==> config.mk <==
export PLATFORM = sky130hd
export DESIGN_NAME = fwd_hazard_unit
export DESIGN_NICKNAME = d
export VERILOG_FILES = /design/src/rtl/fwd_hazard_unit.sv
export SDC_FILE = /design/constraint.sdc
export NUM_CORES = 1
export LEC_CHECK = 0
export ABC_AREA = 0
export BUFFER_PORTS_ARGS = -buffer_cell sky130_fd_sc_hd__buf_2
export CORE_ASPECT_RATIO = 0.75
export CORE_MARGIN = 2
export CORE_UTILIZATION = 44
export CTS_CLUSTER_DIAMETER = 50
export CTS_CLUSTER_SIZE = 24
export DETAILED_ROUTE_END_ITERATION = 8
export PLACE_DENSITY = 0.75
export SETUP_SLACK_MARGIN = 0.2
export SYNTH_ARGS = -nofsm -noshare
export SYNTH_HDL_FRONTEND = slang
export SYNTH_SLANG_ARGS = --single-unit
export TNS_END_PERCENT = 50
==> constraint.sdc <==
create_clock -name clk -period 5.7 [get_ports clk]
set_input_delay 0.285 -clock clk [delete_from_list [all_inputs] [get_ports clk]]
set_output_delay 0.285 -clock clk [all_outputs]
set_load 0.01 [all_outputs]
==> src/rtl/fwd_hazard_unit.sv <==
// EX-stage operand forwarding select generation and load-use stall detection.
// Shadows rd/rs/control of in-flight instructions through ID/EX, EX/MEM, MEM/WB.

module fwd_sel #(
  parameter int REG_AW = 5
) (
  input  logic              idex_valid_i,
  input  logic [REG_AW-1:0] src_i,
  input  logic              exm_wr_i,
  input  logic [REG_AW-1:0] exm_rd_i,
  input  logic              mwb_wr_i,
  input  logic [REG_AW-1:0] mwb_rd_i,
  output logic [1:0]        sel_o
);
  always_comb begin
    sel_o = 2'b00;
    if (idex_valid_i) begin
      // Youngest producer wins; x0 is never a forwarding source.
      if (exm_wr_i && (exm_rd_i != '0) && (exm_rd_i == src_i))
        sel_o = 2'b10;
      else if (mwb_wr_i && (mwb_rd_i != '0) && (mwb_rd_i == src_i))
        sel_o = 2'b01;
    end
  end
endmodule

module fwd_hazard_unit #(
  parameter int REG_AW = 5,
  parameter int CNT_W  = 32
) (
  input  logic              clk,
  input  logic              reset,
  input  logic              id_valid,
  input  logic [REG_AW-1:0] id_rs1,
  input  logic [REG_AW-1:0] id_rs2,
  input  logic [REG_AW-1:0] id_rd,
  input  logic              id_reg_write,
  input  logic              id_mem_read,
  input  logic              flush,
  output logic [1:0]        forward_a,
  output logic [1:0]        forward_b,
  output logic              stall,
  output logic [CNT_W-1:0]  stall_count
);
  localparam int NUM_SRC = 2;

  typedef struct packed {
    logic              valid;
    logic [REG_AW-1:0] rs1;
    logic [REG_AW-1:0] rs2;
    logic [REG_AW-1:0] rd;
    logic              reg_write;
    logic              mem_read;
  } idex_t;

  typedef struct packed {
    logic              valid;
    logic [REG_AW-1:0] rd;
    logic              reg_write;
  } wb_t;

  idex_t idex_q, idex_d;
  wb_t   exm_q, mwb_q;
  logic [CNT_W-1:0] stall_count_q, stall_count_d;

  logic [NUM_SRC-1:0][REG_AW-1:0] src;
  logic [NUM_SRC-1:0][1:0]        sel;

  always_comb begin
    stall = idex_q.valid && idex_q.mem_read && (idex_q.rd != '0) && id_valid &&
            ((idex_q.rd == id_rs1) || (idex_q.rd == id_rs2));
  end

  always_comb begin
    idex_d = '0;
    if (id_valid && !stall && !flush) begin
      idex_d.valid     = 1'b1;
      idex_d.rs1       = id_rs1;
      idex_d.rs2       = id_rs2;
      idex_d.rd        = id_rd;
      idex_d.reg_write = id_reg_write;
      idex_d.mem_read  = id_mem_read;
    end
  end

  always_comb begin
    stall_count_d = stall_count_q;
    if (stall && (stall_count_q != '1))
      stall_count_d = stall_count_q + CNT_W'(1);
  end

  always_ff @(posedge clk or posedge reset) begin
    if (reset) begin
      idex_q        <= '0;
      exm_q         <= '0;
      mwb_q         <= '0;
      stall_count_q <= '0;
    end else begin
      idex_q        <= idex_d;
      exm_q         <= '{valid: idex_q.valid, rd: idex_q.rd, reg_write: idex_q.reg_write};
      mwb_q         <= exm_q;
      stall_count_q <= stall_count_d;
    end
  end

  assign src[0] = idex_q.rs1;
  assign src[1] = idex_q.rs2;

  for (genvar s = 0; s < NUM_SRC; s++) begin : g_sel
    fwd_sel #(.REG_AW(REG_AW)) u_sel (
      .idex_valid_i (idex_q.valid),
      .src_i        (src[s]),
      .exm_wr_i     (exm_q.valid && exm_q.reg_write),
      .exm_rd_i     (exm_q.rd),
      .mwb_wr_i     (mwb_q.valid && mwb_q.reg_write),
      .mwb_rd_i     (mwb_q.rd),
      .sel_o        (sel[s])
    );
  end

  assign forward_a   = sel[0];
  assign forward_b   = sel[1];
  assign stall_count = stall_count_q;
endmodule

# Word level (Yosys, flattened, before mapping)
# Cells that the tools add are included.
# W data, S select, Z words.
# totals
wordCells,49
n_memories,0
output_inout_bits,37
latch_bits,0
ff_bits,64
inputBits,21
mem_bits_rw,0
romBits,0
# classes
n_reduce_logical,21
div,0
mul,0
mux,7
shifts,0
magnitude_cmp,0
bitwise_logic,0
addsub,1
n_eq_ne,7
# ops
op,count
$add A32 B1 Y32 const B,1
$ne A32 B32 Y1 const B,1
$eq A5 B5 Y1,6
$mux W18,1
$logic_and A1 B1 Y1,15
$reduce_bool A5 Y1,3
$mux W2,4
$logic_not A1 Y1,2
$mux W1,2
$logic_or A1 B1 Y1,1

# Longest topological paths before layout
# Gate-level depths: netlist (run 1).
# depth
word_depth,8
ltp_mapped,8
ltp_nobuf,7

# Modules after synthesis
# From an unflattened synthesis (run 1), not the netlist that was laid out.
# hier_totals
cells_unflattened,250
hier_area_um2,2917.8
# by_module_without_submodules
mod,n_inst,cells_per_inst,seq_area_each_um2,area_per_inst_um2
fwd_hazard_unit,1,208,1601.5,2615.0
fwd_sel,2,21,0.0,151.4

# Worst setup path after synthesis (run 1)
# Ideal clock, no wire load.
# synth_timing
kind,reg-to-reg
start,reg stall_count_q[8] (netlist: stall_count[8])
end,reg stall_count_q[29] (netlist: stall_count[29])
arrival_ps,2154
setup_slack_ps,3467
setup_time_ps,79
period_less_slack_ps,2233
path_buffers,1
stages_incl_launch_ff,8
required_ps,5621
path_cell_list,dfrtp_1 -> nand4_2 -> or3_1 -> nand2b_4 -> buf_6 -> or4_4 -> and4bb_2 -> xor2_1
# synth_between
elab_chain_len,2
word_cells_on_any_way,3
classes_between,1 x add/sub; 1 x eq/ne; 1 x reduce/logical
# synth_lines
element,line_no,text
start: declaration,64,"logic [CNT_W-1:0] stall_count_q, stall_count_d;"
start signal: assignment,102,stall_count_q <= stall_count_d;
branches (longest 2 deep; another with $add A32 B1 Y32),-,
# Several ways; the timed one is not identified.
# A chain may end at the register's enable or synchronous reset.

# Worst setup path after layout (run 1)
# layout_timing
start,reg idex_q[4] (netlist bit)
end,out stall
# layout_between
elab_chain_len,4
word_cells_on_any_way,7
classes_between,2 x eq/ne; 5 x reduce/logical
# layout_lines
element,line_no,text
start: declaration,62,"idex_t idex_q, idex_d;"
start signal: assignment,99,idex_q <= idex_d;
$reduce_bool A5 Y1,70,stall = idex_q.valid && idex_q.mem_read && (idex_q.rd != '0) && id_valid &&
$logic_and A1 B1 Y1 (2 in series),70,
$logic_and A1 B1 Y1 *,70,
end: declaration,42,"output logic stall,"
# Every way passes the cells marked *; elsewhere a longest branch is shown, timed or not.

==> reports/qor.yml, run 1 <==
r2r_cells: 6
setup_tns_ps: 0
grt-ovfl-total: 0
initial_core_util: 0.465
core_um2: 6410
drc: 0
grt_usage: 0.181
cts_tree: "done"
cts_buffer_depth: 2
synth_area_leaders: "dfrtp_1 (54%), xor2_1 (9.4%), xnor2_1 (8.5%), and2_1 (4.0%), nand4_1 (2.7%)"
cts_hold_buffers: 0
fin_crit_sh: 0.500
grt_pass1_vias: 2087
hpwl_um: 4570
netlist.area_leader.share: 0.538
synthCells: 267
yosysUniqueCellTypes: 33
reg2reg_from: "idex_q[4]$_DFF_PP0_"
slowest_stage: "nor2_1"
firstDrtPassIters: 4
cap_viol_max_count: 0
yosysTopAreaCell: "dfrtp_1"
fin_skew_ps: 6.69
boundaryPins: 58
power.leakage_nw: 1.76
hold_viol: 0
design.die.area_um2: 7450
ff2ff_setup_slack_ps: 3060
die_x_um: 99.0
wirelength_um: 6160
setup_viol: 0
critPathKind: "reg -> out"
antenna_left: 0
fmax_ghz: 0.351
cts_resized: 0
min_delay_path_depth: 2
max_stage_delay_ps: 950
htreeDepth: 3
hold_path.class: "in -> reg"
rsz0062_at_grt: "false"
worstHoldEndpoint: "idex_q[6]$_DFF_PP0_"
crit_path_end_kind: "output pin"
clock-sinks: 64
cp_cell_sequence: "xor2_1, nor3_1, a22oi_1, nor2_1, buf_2"
syn_area_per_cell_um2: 11.2
area_growth_pct: 18.1
fillers: 569
die_h_um: 75.3
row_count: 25
clock_latency_ps: 330
fin_crit_ps: 2850
slew_headroom: 0.190
cp_data_required_time_ps: 5410
ys_seq_elements: 64
io_buffer_count: 57
power.density_nw_per_um2: 248
grt_pass1_wl_um: 10300
drive_above_1_share: 0.247
antenna_found_initial: 0
cp-start-kind: "register"
synth-seq-area-share: 0.538
ir_drop_mv: 0.135
whs_ps: 163
worstReg2RegEnd: "idex_q[8]$_DFF_PP0_"
nNetsFinal: 352
grt_max_degree: 65
clkTransAtPathRegs_ps: 60
drt_iter0_drc: 136
post_drt_wl_per_cell_um: 14.9
synthesis.area_um2: 2980
crit_family: "simple AND/OR/NAND/NOR gates"
syn_nets: 289
worst-path-buf-inv: 1
worstHoldStart: "id_rd[4]"
cts_setup_buffers: 0
vias_per_cell: 5.21
worstMarginPinSlew_ps: 1210
crit_fanout: 19
via_count: 2150
drv_slew: 0
n_antenna_cell: 0
cts_root_buffer: "clkbuf_8"
worstPathArrival_ps: 2560
cts_buffers: 9
gp_congestion: 0.870
synth_warnings: 0
status: "completed"
-- cells in the final DEF (no fill, tap or decap), types with 2 or more instances in the layout --
cell / netlist / final
dfrtp_1: 64 / 64
buf_2: 1 / 57
xor2_1: 32 / 32
xnor2_1: 29 / 29
nand2_1: 21 / 21
and2_1: 19 / 19
nand3_1: 16 / 16
nor2_1: 15 / 15
nand4_1: 13 / 13
nor3_1: 12 / 12
clkbuf_8: 0 / 10
nor4_1: 7 / 7
or4_1: 5 / 5
and3_1: 4 / 4
o2111ai_1: 3 / 3
nor3b_2: 2 / 2
and4_1: 2 / 2
or2_2: 2 / 2
nor4b_1: 2 / 2
clkbuf_1: 4 / 2
-- flip-flops by register name, summed over array words and instances (netlist names) --
name and count:
exm_q 7, idex_q 18, mwb_q 7, stall_count 32
-- Yosys cell counts (all sizes together) --
library cell	instances
dfrtp	64
xor2	32
xnor2	29
nand2	21
and2	19
nand3	16
nor2	15
nand4	14
nor3	12
nor4	7
or4	6
and3	5
clkbuf	4
nor4b	3
o2111ai	3
and4	2
buf	2
nor3b	2
or2	2
a22oi	1
and4bb	1
ha	1
inv	1
mux2	1
nand2b	1
o211ai	1
or3	1
or4b	1
-- metal layers --
layer  vias up  wire [µm]  share of wire  global-route usage
li1       1048          -              -                   -
met1      1035       3050           0.50               0.254
met2        56       2690           0.44               0.267
met3        11        315          0.051              0.0529
met4         0        108          0.018              0.0761
met5         -          0              0                   0
-- final cells by class --
class	count	area, µm²	share of cell area
sequential	64	1600	0.455
multi-input combinational	196	1340	0.382
timing repair buffer	58	293	0.0832
clock buffer	12	145	0.0413
tap	81	101	0.0288
clock inverter	1	30.0	0.00854
inverter	1	3.75	0.00107
-- how the worst max path moves through the flow --
stage	slack, ps	end	cells after the start	startpoint
4_1_cts	2890	stall	5	idex_q[4]$_DFF_PP0_
6_report	2850	stall	5	idex_q[4]$_DFF_PP0_
5_1_grt	2670	stall	5	idex_q[4]$_DFF_PP0_
3_3_place_gp	3160	idex_q[5]$_DFF_PP0_	5	idex_q[3]$_DFF_PP0_
3_5_place_dp	3080	idex_q[4]$_DFF_PP0_	5	idex_q[3]$_DFF_PP0_
2_1_floorplan	3470	stall_count[29]$_DFFE_PP0P_	7	stall_count[8]$_DFFE_PP0P_
-- stage by stage --
step                      setup WS [ps]  instances   util  total power [W]  instance area, µm²
after floorplan                    3470        267      -         0.000507                2980
after global placement             3160        400  0.521         0.000524                3340
after detailed placement           3080        400  0.521         0.000525                3340
after CTS                          2890        413  0.548         0.000880                3520
after global routing               2670        413  0.548         0.000905                3520
final                              2850        413  0.548         0.000872                3520
-- report_power, final --
| part | leakage (nW) | internal [W] | switching (W) |
|---|---|---|---|
| Clock | 0.0884 | 0.000207 | 0.000149 |
| Sequential | 0.876 | 0.000464 | 0.0000104 |
| Combinational | 0.794 | 0.0000192 | 0.0000222 |
| Total | 1.76 | 0.000690 | 0.000182 |
-- logic make-up after synthesis --
group                      synth area share
xor gates and xnor gates              0.179
buffers and inverters                0.0118
DFF                                   0.538
and+or+nand+nor                       0.249
AOI/OAI and AO/OA                    0.0139
muxes                               0.00378
adders and majority gates           0.00420
(Power assumes the default switching activity.)
==> run 2, diff against run 1 <==
--- a/config.mk
+++ b/config.mk
@@ -5,7 +5,7 @@
 export SDC_FILE = /design/constraint.sdc
 export NUM_CORES = 1
 export LEC_CHECK = 0
-export ABC_AREA = 0
+export ABC_AREA = 1
 export BUFFER_PORTS_ARGS = -buffer_cell sky130_fd_sc_hd__buf_2
 export CORE_ASPECT_RATIO = 0.75
 export CORE_MARGIN = 2
@@ -13,7 +13,7 @@
 export CTS_CLUSTER_DIAMETER = 50
 export CTS_CLUSTER_SIZE = 24
 export DETAILED_ROUTE_END_ITERATION = 8
-export PLACE_DENSITY = 0.75
+export PLACE_DENSITY = 0.74
 export SETUP_SLACK_MARGIN = 0.2
 export SYNTH_ARGS = -nofsm -noshare
 export SYNTH_HDL_FRONTEND = slang
==> constraint.sdc (replaced) <==
create_clock -name clk -period 2.9 [get_ports clk]
set_input_delay 0.145 -clock clk [delete_from_list [all_inputs] [get_ports clk]]
set_output_delay 0.145 -clock clk [all_outputs]
set_load 0.01 [all_outputs]
==> reports/qor.yml, run 2 <==
clkTransAtPathRegs_ps: 60  # about the same
design.die.area_um2: 8910  # +20%
fin_crit_sh: 0.802
grt_use_met1: 0.294  # +0.0397
power.total_w: 0.00188  # +120%
internal-power_w: 0.00146  # +110%
final_cell_mix: "nand2_1 (167), nor2_1 (70), dfrtp_1 (64)"
cts_buffers: 9  # unchanged
drt_iter0_drc: 253  # +86%
crit_fanout: 11  # -8
crit_path_end_kind: "output pin"
slew_headroom: 0.410  # +0.219
worstMarginPinSlew_ps: 886  # -324 ps
syn_nets: 508  # +76%
synthCells: 486  # +82%
hold_viol: 0  # unchanged
gp_congestion: 0.907  # +4.2%
cp-start-kind: "register"
timing.final.ws_setup_ps: 575  # -2280 ps
initial_core_util: 0.454  # -0.0107
yosysTopAreaCell: "dfrtp_1"
grt_use_met2: 0.308  # +0.0417
synth_common_cells: "nand2_1 (167), nor2_1 (70), dfrtp_1 (64)"
cp_cell_sequence: "nor2_1, nor2_1, nor2_1, nand3_1, a21oi_1, buf_2"
antenna_found_initial: 0  # unchanged
hold_path.class: "in -> reg"
power.density_nw_per_um2: 446  # +80%
io_buffer_count: 57  # unchanged
r2r_cells: 10  # +4
largest_reg_flops: 32  # unchanged
grt_pass1_vias: 2952  # +41%
fin_skew_ps: 9.91  # +3.22 ps
cap_viol_max_count: 0  # unchanged
yosysMostFrequentCell: "nand2_1"
worst-path-stages: 6  # +1
swShare: 0.223  # +0.0150
drv_slew: 0  # unchanged
boundaryPins: 58  # unchanged
ir_drop_mv: 0.231  # +71%
cts_resized: 0  # unchanged
placed_cell_area_um2: 3980  # +19%
synthesis.area_um2: 3590  # +21%
max_stage_delay_ps: 730  # -220 ps
fin_area_um2: 4220  # +20%
synth-seq-area-share: 0.446  # -0.0919
row_count: 28  # +12%
grt_pass1_wl_um: 14200  # +38%
cts_tree: "done"
synth_area_leaders: "dfrtp_1 (45%), nand2_1 (17%), nor2_1 (7.3%), inv_1 (5.7%), xnor2_1 (5.4%)"
core_um2: 7920  # +23%
ys_seq_elements: 64  # unchanged
cts_buffer_depth: 2  # unchanged
cts_root_buffer: "clkbuf_8"
rsz0062_at_grt: "false"
clock_latency_ps: 340  # about the same
grt_usage: 0.206  # +0.0247
gr-usage-met3: 0.0581  # +0.00516
async_reset_ff_frac: 1.00  # unchanged
die_h_um: 82.3  # +9.3%
synth_flop_cell: "dfrtp_1"
vias_per_cell: 4.80  # -7.7%
worst-path-buf-inv: 1  # unchanged
synth_warnings: 0  # unchanged
final_common_cell: "nand2_1"
top_usage_layer: "met2"
p_seq_frac: 0.494  # -0.050
htreeDepth: 3  # unchanged
post_drt_wl_per_cell_um: 12.7  # -15%
clock-sinks: 64  # unchanged
pre_cts_ws_ps: 671  # -2410 ps
grt-ovfl-total: 0  # unchanged
hpwl_um: 6470  # +41%
netlist.area_leader.share: 0.446  # -0.0919
p_clk_frac: 0.448  # +0.040
power_switching_w: 0.000421  # +130%
drive_above_1_share: 0.158  # -0.0887
status: "completed"
grt_max_degree: 36  # -45%
critPathKind: "reg -> out"
synth_edf_count: 0  # unchanged
slowest_stage: "a21oi_1"
nNetsFinal: 573  # +63%
combPwrFrac: 0.058  # +0.010
wirelength_um: 8410  # +37%
power.leakage_nw: 2.14  # +21%
worstPathArrival_ps: 2180  # -380 ps
yosysUniqueCellTypes: 25  # -24%
area_growth_pct: 17.4
whs_ps: 13.7  # -149 ps
die_x_um: 108  # +9.4%
setup_viol: 0  # unchanged
firstDrtPassIters: 5  # +1
syn_area_per_cell_um2: 7.39  # -34%
n_antenna_cell: 0  # unchanged
setup_tns_ps: 0  # unchanged
via_count: 3175  # +48%
min_delay_path_depth: 3  # +1
antenna_left: 0  # unchanged
crit_family: "compound AO/OA/AOI/OAI gates"
fmax_ghz: 0.430
cpMostUsedCell: "nor2_1"
drc: 0  # unchanged
cp_data_required_time_ps: 2760  # -2650 ps
fin_crit_ps: 2320
## run 2: cell count changes in the layout (fill, tap and decap cells not counted), sizes merged, moves of 6 or more
cell | previous run | this run
nand2 | 21 | 168
nor2 | 15 | 76
inv | 1 | 58
o21ai | 0 | 21
and2 | 19 | 1
xor2 | 32 | 15
nand3b | 0 | 13
nor3 | 12 | 4
nand4 | 14 | 7
xnor2 | 29 | 22
nand3 | 16 | 22
or4 | 6 | 0
## run 2: power groups by stage
stage | combinational, W | sequential, W | clock, W
detailed placement | 0.000108 | 0.000946 | 0
CTS | 0.000110 | 0.000929 | 0.000865
floorplan | 0.0000726 | 0.000942 | 0
finish | 0.000109 | 0.000929 | 0.000843
global placement | 0.000106 | 0.000945 | 0
global route | 0.000126 | 0.000931 | 0.000912
## run 2: what timing repair did
item,4_1_cts,5_1_grt
hold buffers,2,0
buffers inserted,0,0
hold endpoints to repair,25,0
## run 2: layout make-up
cell class / count / area, µm²
clock buffers: 11 / 141
clock inverters: 5 / 80.1
flip-flops and latches: 64 / 1600
fillers: 776 / 3700
inverters: 58 / 218
repair buffers: 62 / 340
well taps: 105 / 131
multi-input cells: 356 / 1710
## run 2: layer usage
layer,share of wire,routed length (µm)
met1,0.49,4110
met5,0,0
met4,0.0071,60
met2,0.43,3630
met3,0.074,619
## run 2: worst paths after layout
path	start	endpoint	slack (ps)
worst max-delay path	idex_q[2]$_DFF_PP0_	stall	580
min in group asynchronous	reset	stall_count[28]$_DFFE_PP0P_	370
worst min-delay path	id_rd[3]	idex_q[5]$_DFF_PP0_	10
worst min register to register	idex_q[1]$_DFF_PP0_	exm_q[0]$_DFF_PP0_	350
max in group asynchronous	reset	idex_q[2]$_DFF_PP0_	1850
worst max register to register	stall_count[1]$_DFFE_PP0P_	stall_count[10]$_DFFE_PP0P_	630
## run 2: cells by family (layout without fill, tap and decap cells)
kind of cell / Yosys count / in the layout / share of synthesized area
buf+inv: 66 / 136 / 0.0797
flops: 64 / 64 / 0.446
simple gates: 293 / 293 / 0.346
fa+ha+maj: 1 / 1 / 0.00348
xor+xnor: 37 / 37 / 0.0902
compound gates: 25 / 25 / 0.0348
## run 2: tightest hold or removal path: cells and delay by family
family	cells	cell delay, ps
buf+inv	2	130
simple gates	1	30
## run 2: per-stage QoR
stage,utilization,cells
after floorplan,-,486
after global placement,0.502,643
after detailed placement,0.502,643
after CTS,0.533,661
after global routing,0.533,661
final,0.533,661
==> run 3, diff against run 2 <==
--- a/config.mk
+++ b/config.mk
@@ -13,7 +13,7 @@
 export CTS_CLUSTER_DIAMETER = 50
 export CTS_CLUSTER_SIZE = 24
 export DETAILED_ROUTE_END_ITERATION = 8
-export PLACE_DENSITY = 0.74
+export PLACE_DENSITY = 0.76
 export SETUP_SLACK_MARGIN = 0.2
 export SYNTH_ARGS = -nofsm -noshare
 export SYNTH_HDL_FRONTEND = slang
==> constraint.sdc (replaced) <==
create_clock -name clk -period 2.1 [get_ports clk]
set_input_delay 0.105 -clock clk [delete_from_list [all_inputs] [get_ports clk]]
set_output_delay 0.105 -clock clk [all_outputs]
set_load 0.01 [all_outputs]
==> reports/qor.yml, run 3 (synthesis gave the netlist of run 2 again) <==
initial_core_util: 0.454  # unchanged
status: "completed"
fin_skew_ps: 7.94  # -1.97 ps
grt_use_met2: 0.316  # +0.00818
clkTransAtPathRegs_ps: 60  # about the same
p_seq_frac: 0.548  # +0.054
grt_max_degree: 43  # +19%
clock-sinks: 64  # unchanged
p_clk_frac: 0.380  # -0.068
cp_data_required_time_ps: 2000  # -760 ps
clock_latency_ps: 340  # about the same
drive_above_1_share: 0.168  # +0.00956
hold_path.class: "in -> reg"
grt_pass1_wl_um: 14300  # +1.0%
power.density_nw_per_um2: 539  # +21%
nNetsFinal: 590  # +3.0%
grt_use_met1: 0.296  # +0.00163
setup_tns_ps: 0  # unchanged
boundaryPins: 58  # unchanged
dp.cells: 648  # +0.78%
die_x_um: 108  # unchanged
worstHoldEndpoint: "idex_q[9]$_DFF_PP0_"
via_count: 3336  # +5.1%
final_cell_mix: "nand2_1 (166), nor2_1 (70), dfrtp_1 (64)"
min_delay_path_depth: 3  # unchanged
grt_usage: 0.209  # +0.00312
worstMarginPinSlew_ps: 673  # -213 ps
reg2reg_from: "stall_count[0]$_DFFE_PP0P_"
internal-power_w: 0.00175  # +20%
worstPathArrival_ps: 1670  # -510 ps
drt_iter0_drc: 209  # -17%
rsz0062_at_grt: "true"
largest_reg_flops: 32  # unchanged
cts_buffer_depth: 2  # unchanged
drc: 0  # unchanged
combPwrFrac: 0.072  # +0.014
cts_buffers: 9  # unchanged
die_h_um: 82.3  # unchanged
cts_tree: "done"
fin_crit_sh: 0.846
hpwl_um: 6400  # -1.1%
gp_congestion: 0.894  # -1.4%
area_growth_pct: 21.1
core_um2: 7920  # unchanged
utilization: 0.549  # +0.0168
crit_fanout: 11  # unchanged
worstReg2RegEnd: "stall_count[3]$_DFFE_PP0P_"
crit_path_end_kind: "output pin"
post_drt_wl_per_cell_um: 13.0  # +2.1%
grt_pass1_vias: 3026  # +2.5%
cts_root_buffer: "clkbuf_8"
firstDrtPassIters: 5  # unchanged
fin_crit_ps: 1780
placed_cell_area_um2: 4030  # +1.3%
antenna_found_initial: 0  # unchanged
ff2ff_setup_slack_ps: 360  # -270 ps
cp-start-kind: "register"
power.total_w: 0.00234  # +25%
cap_viol_max_count: 0  # unchanged
final_common_cell: "nand2_1"
vias_per_cell: 4.93  # +2.6%
grt-ovfl-total: 0  # unchanged
antenna_left: 0  # unchanged
top_usage_layer: "met2"
row_count: 28  # unchanged
final_cells: 677  # +2.4%
critPathKind: "reg -> out"
swShare: 0.255  # +0.0318
design.die.area_um2: 8910  # unchanged
fmax_ghz: 0.563
n_antenna_cell: 0  # unchanged
power.leakage_nw: 2.20  # +2.9%
drv_slew: 0  # unchanged
setup_viol: 0  # unchanged
hold_viol: 0  # unchanged
r2r_cells: 10  # unchanged
wirelength_um: 8800  # +4.6%
fin_area_um2: 4350  # +3.1%
gr-usage-met3: 0.0620  # +0.00392
power_switching_w: 0.000599  # +42%
ir_drop_mv: 0.314  # +36%
io_buffer_count: 57  # unchanged
worstHoldStart: "id_rs2[2]"
slew_headroom: 0.551  # +0.141
htreeDepth: 3  # unchanged
==> run 3: changes by cell type in the layout (fill, tap and decap cells not counted), sizes merged <==
cell         previous run  this run
buf                    60        66
dlygate4sd3             2        12
clkinvlp                2         3
clkinv                  1         3
clkbuf                 11        10
bufinv                  2         0
==> run 3: per-layer routing <==
layer / share of wire / up-vias / wire [µm]
met5: 0 / - / 0
met4: 0.013 / 0 / 112
met3: 0.060 / 13 / 530
met2: 0.45 / 82 / 3920
met1: 0.48 / 1579 / 4240
li1: - / 1662 / -
==> run 3: power by group through the flow <==
stage	sequential (W)	clock, W	combinational, W
2_1_floorplan	0.00130	0	0.000100
3_3_place_gp	0.00131	0	0.000149
3_5_place_dp	0.00131	0	0.000153
4_1_cts	0.00128	0.000916	0.000170
5_1_grt	0.00129	0.000975	0.000193
6_report	0.00128	0.000892	0.000169
==> run 3: worst max-delay path: stages (launching register included) <==
cell and delay [ps]:
dfrtp_1 430, inv_1 80, nand2_1 60, nand2_1 60, nor2_1 100, nand3_1 100, a21oi_1 150, buf_4 200
buf_2 150
==> run 3: final cells by class <==
cell class | instances | area (µm²)
fill | 743 | 3570
multi-input combinational | 356 | 1720
sequential | 64 | 1600
timing repair buffer | 79 | 523
inverter | 58 | 218
tap | 105 | 131
clock buffer | 9 | 124
clock inverter | 6 | 37.5
==> run 3: what timing repair did <==
| item | 4_1_cts | 5_1_grt |
|---|---|---|
| hold buffers | 11 | 1 |
| setup endpoints to repair | 0 | 42 |
| setup buffers | 0 | 1 |
| gates resized for setup | 0 | 2 |
| endpoints found under the hold margin | 38 | 1 |
==> run 3: through the flow <==
stage | hold slack [ps] | setup slack, ps
6_report | 14.0 | 324
3_3_place_gp | 237 | 305
5_1_grt | 8.72 | 175
2_1_floorplan | 211 | 397
3_5_place_dp | 255 | 280
4_1_cts | 3.65 | 266
==> run 3: worst max-delay path by stage <==
stage	depth (start not counted)	slack [ps]	to	startpoint
after CTS	10	270	stall_count[10]$_DFFE_PP0P_	stall_count[0]$_DFFE_PP0P_
after global routing	8	180	stall	idex_q[3]$_DFF_PP0_
after global placement	9	310	idex_q[11]$_DFF_PP0_	idex_q[3]$_DFF_PP0_
after floorplan	1	400	exm_q[0]$_DFF_PP0_	reset
after detailed placement	9	280	idex_q[11]$_DFF_PP0_	idex_q[3]$_DFF_PP0_
final	8	320	stall	idex_q[3]$_DFF_PP0_
